<file path="src/rtl/dff_reg_arbiter.sv">
// dff_reg_arbiter
//   Round-robin arbiter that shares one WIDTH-bit register among NREQ write
//   requesters. One requester owns the register at a time and may load it
//   once per cycle. Ownership ends when the owner drops its request or after
//   MAX_HOLD writes. Every handover passes through one IDLE cycle.
//
//   Optional build macro: DFF_REG_ARBITER_LOCK_EN
//     When defined, an extra 'lock' input lets the owner hold the register
//     past MAX_HOLD writes. The hold count saturates at MAX_HOLD. Release then
//     happens on a dropped request, or on the first unlocked write.
//     When undefined, there is no 'lock' port and forced release always applies.
module dff_reg_arbiter #(
  parameter int NREQ     = 4,
  parameter int WIDTH    = 8,
  parameter int MAX_HOLD = 4,
  parameter int IDW      = 2
) (
  input  logic                  clk,
  input  logic                  rst,
  input  logic [NREQ-1:0]       req,
  input  logic [NREQ*WIDTH-1:0] wdata,
`ifdef DFF_REG_ARBITER_LOCK_EN
  input  logic                  lock,
`endif
  output logic [NREQ-1:0]       gnt,
  output logic [WIDTH-1:0]      Q,
  output logic [WIDTH-1:0]      Qbar,
  output logic                  busy,
  output logic [IDW-1:0]        owner
);

  // Two-state controller: waiting for a request, or serving one owner.
  localparam logic [0:0] ST_IDLE  = 1'b0;
  localparam logic [0:0] ST_GRANT = 1'b1;

  // The hold counter has one spare bit so that count+1 never wraps,
  // even at MAX_HOLD = 15.
  localparam int                CNT_W    = 5;
  localparam logic [CNT_W-1:0]  HOLD_MAX = CNT_W'(MAX_HOLD);
  localparam logic [IDW-1:0]    LAST_RST = IDW'(NREQ - 1);

  // Registered state.
  logic [0:0]       r_state;
  logic [NREQ-1:0]  r_gnt;
  logic [WIDTH-1:0] r_q;
  logic [IDW-1:0]   r_owner;
  logic [IDW-1:0]   r_last;
  logic [CNT_W-1:0] r_cnt;

  // Next-state helpers.
  logic             w_pick_vld;
  logic [IDW-1:0]   w_pick_idx;
  logic             w_own_req;
  logic             w_wr_en;
  logic [WIDTH-1:0] w_wsel;
  logic [CNT_W-1:0] w_cnt_inc;
  logic [CNT_W-1:0] w_cnt_next;
  logic             w_limit;
  logic             w_release;

  // Round-robin search. Candidates are tried in the order last+1, last+2,
  // and so on, modulo NREQ. The loop runs from the farthest candidate down
  // to the nearest, so the nearest requester is the one that remains.
  // Result: {found, index}.
  function automatic logic [IDW:0] rr_pick(input logic [NREQ-1:0] r,
                                           input logic [IDW-1:0]  last);
    logic [IDW:0]   res;
    logic [IDW-1:0] ix;
    int             cand;
    res = '0;
    for (int k = NREQ; k >= 1; k--) begin
      cand = (int'(last) + k) % NREQ;
      ix   = cand[IDW-1:0];
      if (r[ix]) res = {1'b1, ix};
    end
    return res;
  endfunction

  // Combinational decisions: next owner in IDLE, write enable, hold count
  // and release condition in GRANT.
  always_comb begin
    {w_pick_vld, w_pick_idx} = rr_pick(req, r_last);
    w_own_req  = req[r_owner];
    w_wr_en    = (r_state == ST_GRANT) && w_own_req;
    w_wsel     = wdata[r_owner*WIDTH +: WIDTH];
    w_cnt_inc  = r_cnt + CNT_W'(1);
`ifdef DFF_REG_ARBITER_LOCK_EN
    // The count saturates at MAX_HOLD while locked. An unlocked write at or
    // past the limit releases the register.
    w_limit    = (w_cnt_inc >= HOLD_MAX);
    w_cnt_next = w_limit ? HOLD_MAX : w_cnt_inc;
    w_release  = (r_state == ST_GRANT) && (!w_own_req || (w_limit && !lock));
`else
    w_limit    = (w_cnt_inc == HOLD_MAX);
    w_cnt_next = w_cnt_inc;
    w_release  = (r_state == ST_GRANT) && (!w_own_req || w_limit);
`endif
  end

  // State, grant, owner and shared-register update. Reset overrides
  // everything, including a write that would otherwise happen this cycle.
  always_ff @(posedge clk) begin
    if (rst) begin
      r_state <= ST_IDLE;
      r_gnt   <= '0;
      r_q     <= '0;
      r_owner <= '0;
      r_last  <= LAST_RST;
      r_cnt   <= '0;
    end else begin
      case (r_state)
        ST_IDLE: begin
          if (w_pick_vld) begin
            r_state <= ST_GRANT;
            r_gnt   <= NREQ'(1) << w_pick_idx;
            r_owner <= w_pick_idx;
            r_last  <= w_pick_idx;
            r_cnt   <= '0;
          end
        end
        ST_GRANT: begin
          if (w_wr_en) begin
            r_q   <= w_wsel;
            r_cnt <= w_cnt_next;
          end
          if (w_release) begin
            r_state <= ST_IDLE;
            r_gnt   <= '0;
          end
        end
        default: begin
          r_state <= ST_IDLE;
          r_gnt   <= '0;
        end
      endcase
    end
  end

  // Every output comes straight from a register. The only logic on an
  // output path is the inverter that produces Qbar.
  assign gnt   = r_gnt;
  assign Q     = r_q;
  assign Qbar  = ~r_q;
  assign busy  = (r_state == ST_GRANT);
  assign owner = r_owner;

endmodule

</file>
<file path="config.mk">
export PLATFORM = sky130hd
export DESIGN_NAME = dff_reg_arbiter
export DESIGN_NICKNAME = d
export VERILOG_FILES = /design/src/rtl/dff_reg_arbiter.sv
export SDC_FILE = /design/constraint.sdc
export NUM_CORES = 1
export LEC_CHECK = 0
export BUFFER_PORTS_ARGS = -buffer_cell sky130_fd_sc_hd__buf_2
export CAP_MARGIN = 5
export CORE_AREA = 2 2 54 56
export DETAILED_ROUTE_END_ITERATION = 10
export DIE_AREA = 0 0 56 58
export PLACE_DENSITY = 0.85
export SYNTH_ARGS = -nofsm -noshare
export SYNTH_HDL_FRONTEND = slang
export SYNTH_SLANG_ARGS = --single-unit
</file>
<file path="constraint.sdc">
create_clock -name clk -period 3.55 [get_ports clk]
set_clock_uncertainty 0.2 [all_clocks]
set_input_delay 0.8875 -clock clk [delete_from_list [all_inputs] [get_ports clk]]
set_output_delay 0.8875 -clock clk [all_outputs]
set_load 0.01 [all_outputs]
</file>
After elaboration in Yosys (flattened, before gate mapping)
Cells that the tools add are included.
{"block": "totals", "register_bits": 22, "latchBits": 0, "mem_bits_rw": 0, "mem_bits_ro": 0, "inputBits": 38, "output_inout_bits": 23, "elab_cells": 55, "n_memories": 0}
{"block": "op_classes", "n_addsub": 5, "multipliers": 0, "div": 0, "n_lt_le_gt_ge": 5, "eq_ne": 4, "shift": 2, "muxes": 23, "n_bitwise": 2, "n_reduce_logical": 8}
{"op": "$shiftx 32x6->8", "n": 1}
{"op": "$lt 2x3->1 const B", "n": 5}
{"op": "$mux 3", "n": 4}
{"op": "$bmux 1 s2", "n": 5}
{"op": "$mux 5", "n": 2}
{"op": "$pmux 5 s2", "n": 1}
{"op": "$mux 4", "n": 2}
{"op": "$not 8->8", "n": 1}
{"op": "$pmux 4 s2", "n": 1}
{"op": "$reduce_and 2->1", "n": 4}
{"op": "$mux 1", "n": 7}
{"op": "$add 5x1->5 const B", "n": 1}
{"op": "$eq 5x3->1 const B", "n": 1}
{"op": "$add 2x1->2 const B", "n": 2}
{"op": "$add 2x2->2 const B", "n": 2}
{"op": "$ne 2x1->1 const B", "n": 2}
{"op": "$shl 1x2->4 const A", "n": 1}
{"op": "$logic_and 1x1->1", "n": 2}
{"op": "$ne 2x2->1 const B", "n": 1}
{"op": "$pmux 1 s2", "n": 1}
{"op": "$logic_not 1->1", "n": 1}
{"op": "$logic_or 1x1->1", "n": 1}
{"op": "$not 1->1", "n": 1}

Depth between registers and ports, before layout
Gate-level depths: netlist of the first run.
{"block": "logic_depth", "depth_word": 10, "mapped_depth": 6}

Worst setup path before layout of the first run
OpenSTA, ideal clock, no wires.
{"block": "synth_path", "kind": "input -> register", "start": "input port req[3]", "end": "register r_cnt[2]", "setup_ns": 0.132, "arrival_time_ns": 1.837, "t_required_ns": 3.218, "setup_slack_ns": 1.381, "stages": 5, "cell_sequence": "mux4_2 > and2_4 > buf_6 > nand3b_2 > a31oi_1"}
{"block": "synth_between", "elab_chain_len": 8, "word_cells_on_any_way": 18, "cone_classes": "eq/ne (2); mux (14); reduce/logical (2)"}
{"element": "start: declaration", "line": "20", "text": "input logic [NREQ-1:0] req,"}
{"element": "$bmux 1 s2", "line": "74", "text": "if (r[ix]) res = {1'b1, ix};"}
{"element": "$mux 1 (not written as such)", "line": "74"}
{"element": "$mux 3 (4 in series)", "line": "74"}
{"element": "$ne 2x2->1 (no line)"}
{"element": "$reduce_and 2->1 (no line) (*)"}
{"element": "end signal: assignment", "line": "124", "text": "r_cnt <= w_cnt_next;"}
{"element": "end: declaration", "line": "48", "text": "logic [CNT_W-1:0] r_cnt;"}
Mark *: on every way between the ends. The rest lies on a longest branch, timed or not. The select of a mux whose other input is x is not followed.
A chain may end at the register's enable or synchronous reset.

Worst setup path in the final report of the first run
{"block": "layout_path", "start": "register r_owner[0] (netlist: owner[0])", "end": "output port owner[0]"}
{"element": "start: declaration", "line": "46", "text": "logic [IDW-1:0] r_owner;"}
{"element": "start signal: assignment", "line": "116", "text": "r_owner <= w_pick_idx;"}
{"element": "end: declaration", "line": "29", "text": "output logic [IDW-1:0] owner"}
No word-level cell between the ends.

==> results.tsv, run 1 <==
metric	value	unit
yosysSeqAreaShare	35.0	%
hold_viol_final	0	
reg2regPathDepth	4	
drc	0	
highest_layer	met4	
wl_met1	1.35	mm
fp.coreArea	2660	sq um
dieArea	3250	sq um
die_width	56	um
n_antenna_cell	0	
async_flop_share	0	%
crit_type	reg2out	
critPathTopFamily	flip-flops	
post_cts_resized	0	
root_buffer	clkbuf_4	
drive_above_1_share	38.2	%
post-dp-hpwl	2.49	mm
slowest_stage	dfxtp_1	
dp_slack	1.20	ns
synthCells	134	
ctsHoldBuffers	0	
clk_latency	0.31	ns
yosysUniqueCellTypes	38	
clkSinkCount	22	
tightestPinTransition	0.549	ns
routedWlPerCell	14.1	um
fin_nets	231	
whs_path_depth	2	
met2_length	1.57	mm
synth_seq_cells	22	
portBuffers	60	
min_period	2.33	ns
crit_fanout	11	
final.period_utilization	65.6	%
maxCapViolations	0	
critical_path_buf_inv_count	1	
netlist_area	1260	sq um
reg2reg_from	owner[0]	
rrSetupSlack	1.43	ns
io_pins	61	
vdd_drop_max	0.240	mV
fin_util	60.1	%
fin_tns_setup	0	ns
yosys.area.top_type	dfxtp_1	
slew_violations	0	
outcome	finished, final reports clean	
crit_arrival	1.24	ns
initial_utilization	47.3	%
holdCritStartpoint	gnt[2]	
finalWeightedCongestion	0.770	
post-synth-top-area-fraction	35.0	%
dominantRegCellSynth	dfxtp_1	
htree_levels	1	
grt_pass1_wl	4.80	mm
critPathMaxStageDelay	0.69	ns
routed_via_density	5.23	
start_kind	flip-flop	
setup_viol_count_final	0	
vias	1160	
critPathRequiredTime	2.46	ns
grt_overflow	0	
syn-num-nets	173	
slew_headroom	63.4	%
r2r_end	gnt[2]	
avgSynthCellArea	9.39	sq um
design_area	1600	sq um
hp-class	reg2reg	
drt_first_pass_iters	4	
synth_area_leaders	dfxtp_1 (35%), mux4_1 (15%), nand2_1 (6.0%), a21oi_1 (4.8%), nand3_1 (3.6%)	
final_common_cell	buf_2	
power.density	398	nW/um^2
synth_edf_count	0	
rsz0062_at_grt	no	
row_count	19	
placed_area	1550	sq um
grt_start_max_net_pins	25	
drt_iter0_drc	30	
power_leakage	0.000679	uW
clk_path_buf_depth	2	
cts.clk_slew.worst_paths	0.13	ns
setup_ws	1.22	ns
cp-end-kind	output port	
cts_tree	built	
crit_start	owner[0]	
area_delta_synth_final	27.1	%
cts_setup_buffers	0	
crit_path_cell_trace	buf_2	
die_y	58	um
track_usage	19.2	%
numCtsBuffers	3	
final_cell_mix	buf_2 (60), dfxtp_1 (22), nand2_1 (20)	
yosys_warnings	0	
max_freq	429	MHz
route.met3.wl	144	um
antenna_found_initial	0	
final_antenna_net_count	0	
wl	3.13	mm
grt_pass1_vias	1064	
min_to	gnt[2]	
==> metal layers <==
metal	track usage [%]	vias up
met5	0	-
met1	24.9	519
met3	2.90	6
li1	-	599
met4	9.18	0
met2	31.9	36
==> cells in the mapped netlist, drive strengths merged, types with 3 or more instances <==
cell type,n
dfxtp,22
nand2,21
a21oi,12
inv,12
mux4,9
nand3,9
nor2,6
buf,4
nand2b,4
a31oi,3
clkbuf,3
==> metrics by stage <==
step,hold slack (ns),total power (uW),std cells
floorplan,0.265,398,134
global placement,0.245,446,218
detailed placement,0.254,451,218
CTS,0.272,642,222
global route,0.294,672,222
finish,0.274,637,222
==> cell families (layout without fill, tap and decap cells) <==
kind of cell | Yosys count | in the layout | share of synthesized area, %
flops | 22 | 22 | 35.0
buf+inv | 19 | 76 | 7.55
mux | 9 | 9 | 18.2
fa+ha+maj | 1 | 1 | 0.994
simple gates | 55 | 55 | 23.2
compound gates | 28 | 28 | 15.1
==> worst max-delay path by stage <==
stage          endpoint  slack, ns  cells past startpoint
3_5_place_dp     gnt[3]       1.20                      5
6_report       owner[0]       1.22                      1
5_1_grt        owner[0]       1.16                      1
3_3_place_gp     gnt[3]       1.23                      5
2_1_floorplan  r_cnt[2]       1.38                      5
4_1_cts        owner[0]       1.21                      1
==> layout make-up <==
class / instances / area, sq um
inverters: 12 / 45.0
clock inverters: 1 / 30.0
clock buffers: 3 / 22.5
fillers: 257 / 1060
repair buffers: 60 / 300
multi-input cells: 93 / 723
flip-flops and latches: 22 / 440
well taps: 31 / 38.8
==> power breakdown <==
part,total (uW),switching (uW),internal [uW]
clock,192,77.8,114
sequential,290,24.3,266
combinational,155,75.7,79.5
total,637,178,459
==> sequential cells by signal, indices dropped and copies added, names as in the netlist <==
name,flops
Q,8
busy,1
gnt,4
owner,2
r_cnt,5
r_last,2
No activity file was read; power rests on OpenSTA's default activity.
==> run 2: changes to the inputs <==
- CORE_AREA: 2 2 54 56 -> 2 2 56 58
- DIE_AREA: 0 0 56 58 -> 0 0 58 60
- PLACE_DENSITY: 0.85 -> 0.8
- clock period: 3.55 -> 2.35 ns (I/O delays scaled with it)
==> run 2 against run 1 <==
Clock power up 52%; critical path depth grew 4; first-iteration DRC count decreased by 3.3%; sequential share of layout area shrank 0.30 points; count of clock-buffer cells in the layout stayed put; worst setup slack worse by 0.87 ns; largest cell class unchanged; die area increased by 7.1%; power increased by 52%; largest power group unchanged; combinational power increased by 62%; register-to-register slack got worse by 1.1 ns; design area increased by 1.1%; hold slack worse by 0.011 ns.
==> results.tsv, run 2 (synthesized netlist as in run 1, its figures left out) <==
metric	value	unit
io_pins	61	
power_leakage	0.000689	uW
cts_tree	built	
initial_utilization	43.4	%
fin_nets	233	
busiest_layer	met2	
whs_path_depth	2	
clkSinkCount	22	
grtUsageMet2	29.1	%
fin_cells	226	
critPathTopFamily	simple AND/OR/NAND/NOR gates	
dieArea	3480	sq um
final_common_cell	buf_2	
die_width	58	um
root_buffer	clkbuf_4	
min_period	2.00	ns
row_count	20	
cp-end-kind	flip-flop	
clk_path_buf_depth	2	
rsz0062_at_grt	no	
track_usage	17.3	%
power.density	598	nW/um^2
numCtsBuffers	3	
grt_overflow	0	
wl	2.99	mm
post-dp-hpwl	2.36	mm
portBuffers	60	
final.period_utilization	85.1	%
final-seq-area	440	sq um
n_antenna_cell	0	
finalWeightedCongestion	0.779	
grt_start_max_net_pins	25	
area_delta_synth_final	28.5	%
grt_pass1_wl	4.58	mm
max_freq	500	MHz
vias	1174	
start_kind	flip-flop	
outcome	finished, final reports clean	
cts_setup_buffers	0	
fp.coreArea	2900	sq um
nFillCells	271	
cts.clk_slew.worst_paths	0.12	ns
drt_iter0_drc	29	
reg2regPathDepth	5	
crit_fanout	4	
slowest_stage	or4b_2	
slew_violations	0	
post_cts_resized	0	
fin_tns_setup	0	ns
htree_levels	1	
grt_pass1_vias	1073	
vdd_drop_max	0.448	mV
routedWlPerCell	13.2	um
antenna_found_initial	0	
drt_first_pass_iters	4	
use_met1	21.6	%
setup_viol_count_final	0	
critPathRequiredTime	2.33	ns
multi_input_area	723	sq um
critical_path_buf_inv_count	0	
maxCapViolations	0	
final_antenna_net_count	0	
power	968	uW
hold_viol_final	0	
final_cell_mix	buf_2 (60), dfxtp_1 (22), nand2_1 (20)	
dpl.cell_count	222	
crit_arrival	1.98	ns
drc	0	
largest_register_ffs	8	
ctsHoldBuffers	0	
hp-class	reg2reg	
holdWs	0.263	ns
drive_above_1_share	38.9	%
clk_latency	0.31	ns
crit_type	reg2reg	
routed_via_density	5.19	
die_y	60	um
slew_headroom	70.5	%
crit_path_cell_trace	ha_1 > or4b_2 > and3_4 > o21bai_4 > o32ai_1	
tightestPinTransition	0.439	ns
critPathMaxStageDelay	0.61	ns
grt.met3_usage	3.25	%
cp.depth	5	
## run 2: changes by cell type in the layout (fill, tap and decap cells not counted)
cell / previous run / this run
buf_4: 0 / 2
## run 2: metal layers
layer,up-vias,wire length (um)
met5,-,0
met4,0,45
met3,4,131
met2,28,1480
met1,537,1340
li1,605,-
## run 2: cell type report
type                    instances  share of cell area, %
multi-input cells              93                   44.7
clock buffers                   3                   1.39
repair buffers                 62                   19.5
well taps                      33                   2.55
clock inverters                 1                   1.86
inverters                      12                   2.78
flip-flops and latches         22                   27.2
## run 2: worst min-delay path: stages, from the launching register on
cell	delay, ns
dfxtp_1	0.33
inv_1	0.05
o32ai_1	0.05
## run 2: worst paths after layout
kind / start / end / slack [ns]
max: r_cnt[0] / gnt[3] / 0.35
min: gnt[2] / gnt[2] / 0.26
max reg2reg: r_cnt[0] / gnt[3] / 0.35
min reg2reg: gnt[2] / gnt[2] / 0.26
## run 2: per-stage QoR
step	cell area (sq um)	setup WS [ns]	util (%)
2_1_floorplan	1260	0.473	-
3_3_place_gp	1570	0.327	53.9
3_5_place_dp	1570	0.293	53.9
4_1_cts	1620	0.351	55.7
5_1_grt	1620	0.282	55.7
6_report	1620	0.351	55.7
## run 2: power breakdown
group          internal, uW  switching, uW
clock                   172            120
sequential              401           23.6
combinational           125            126
total                   698            270
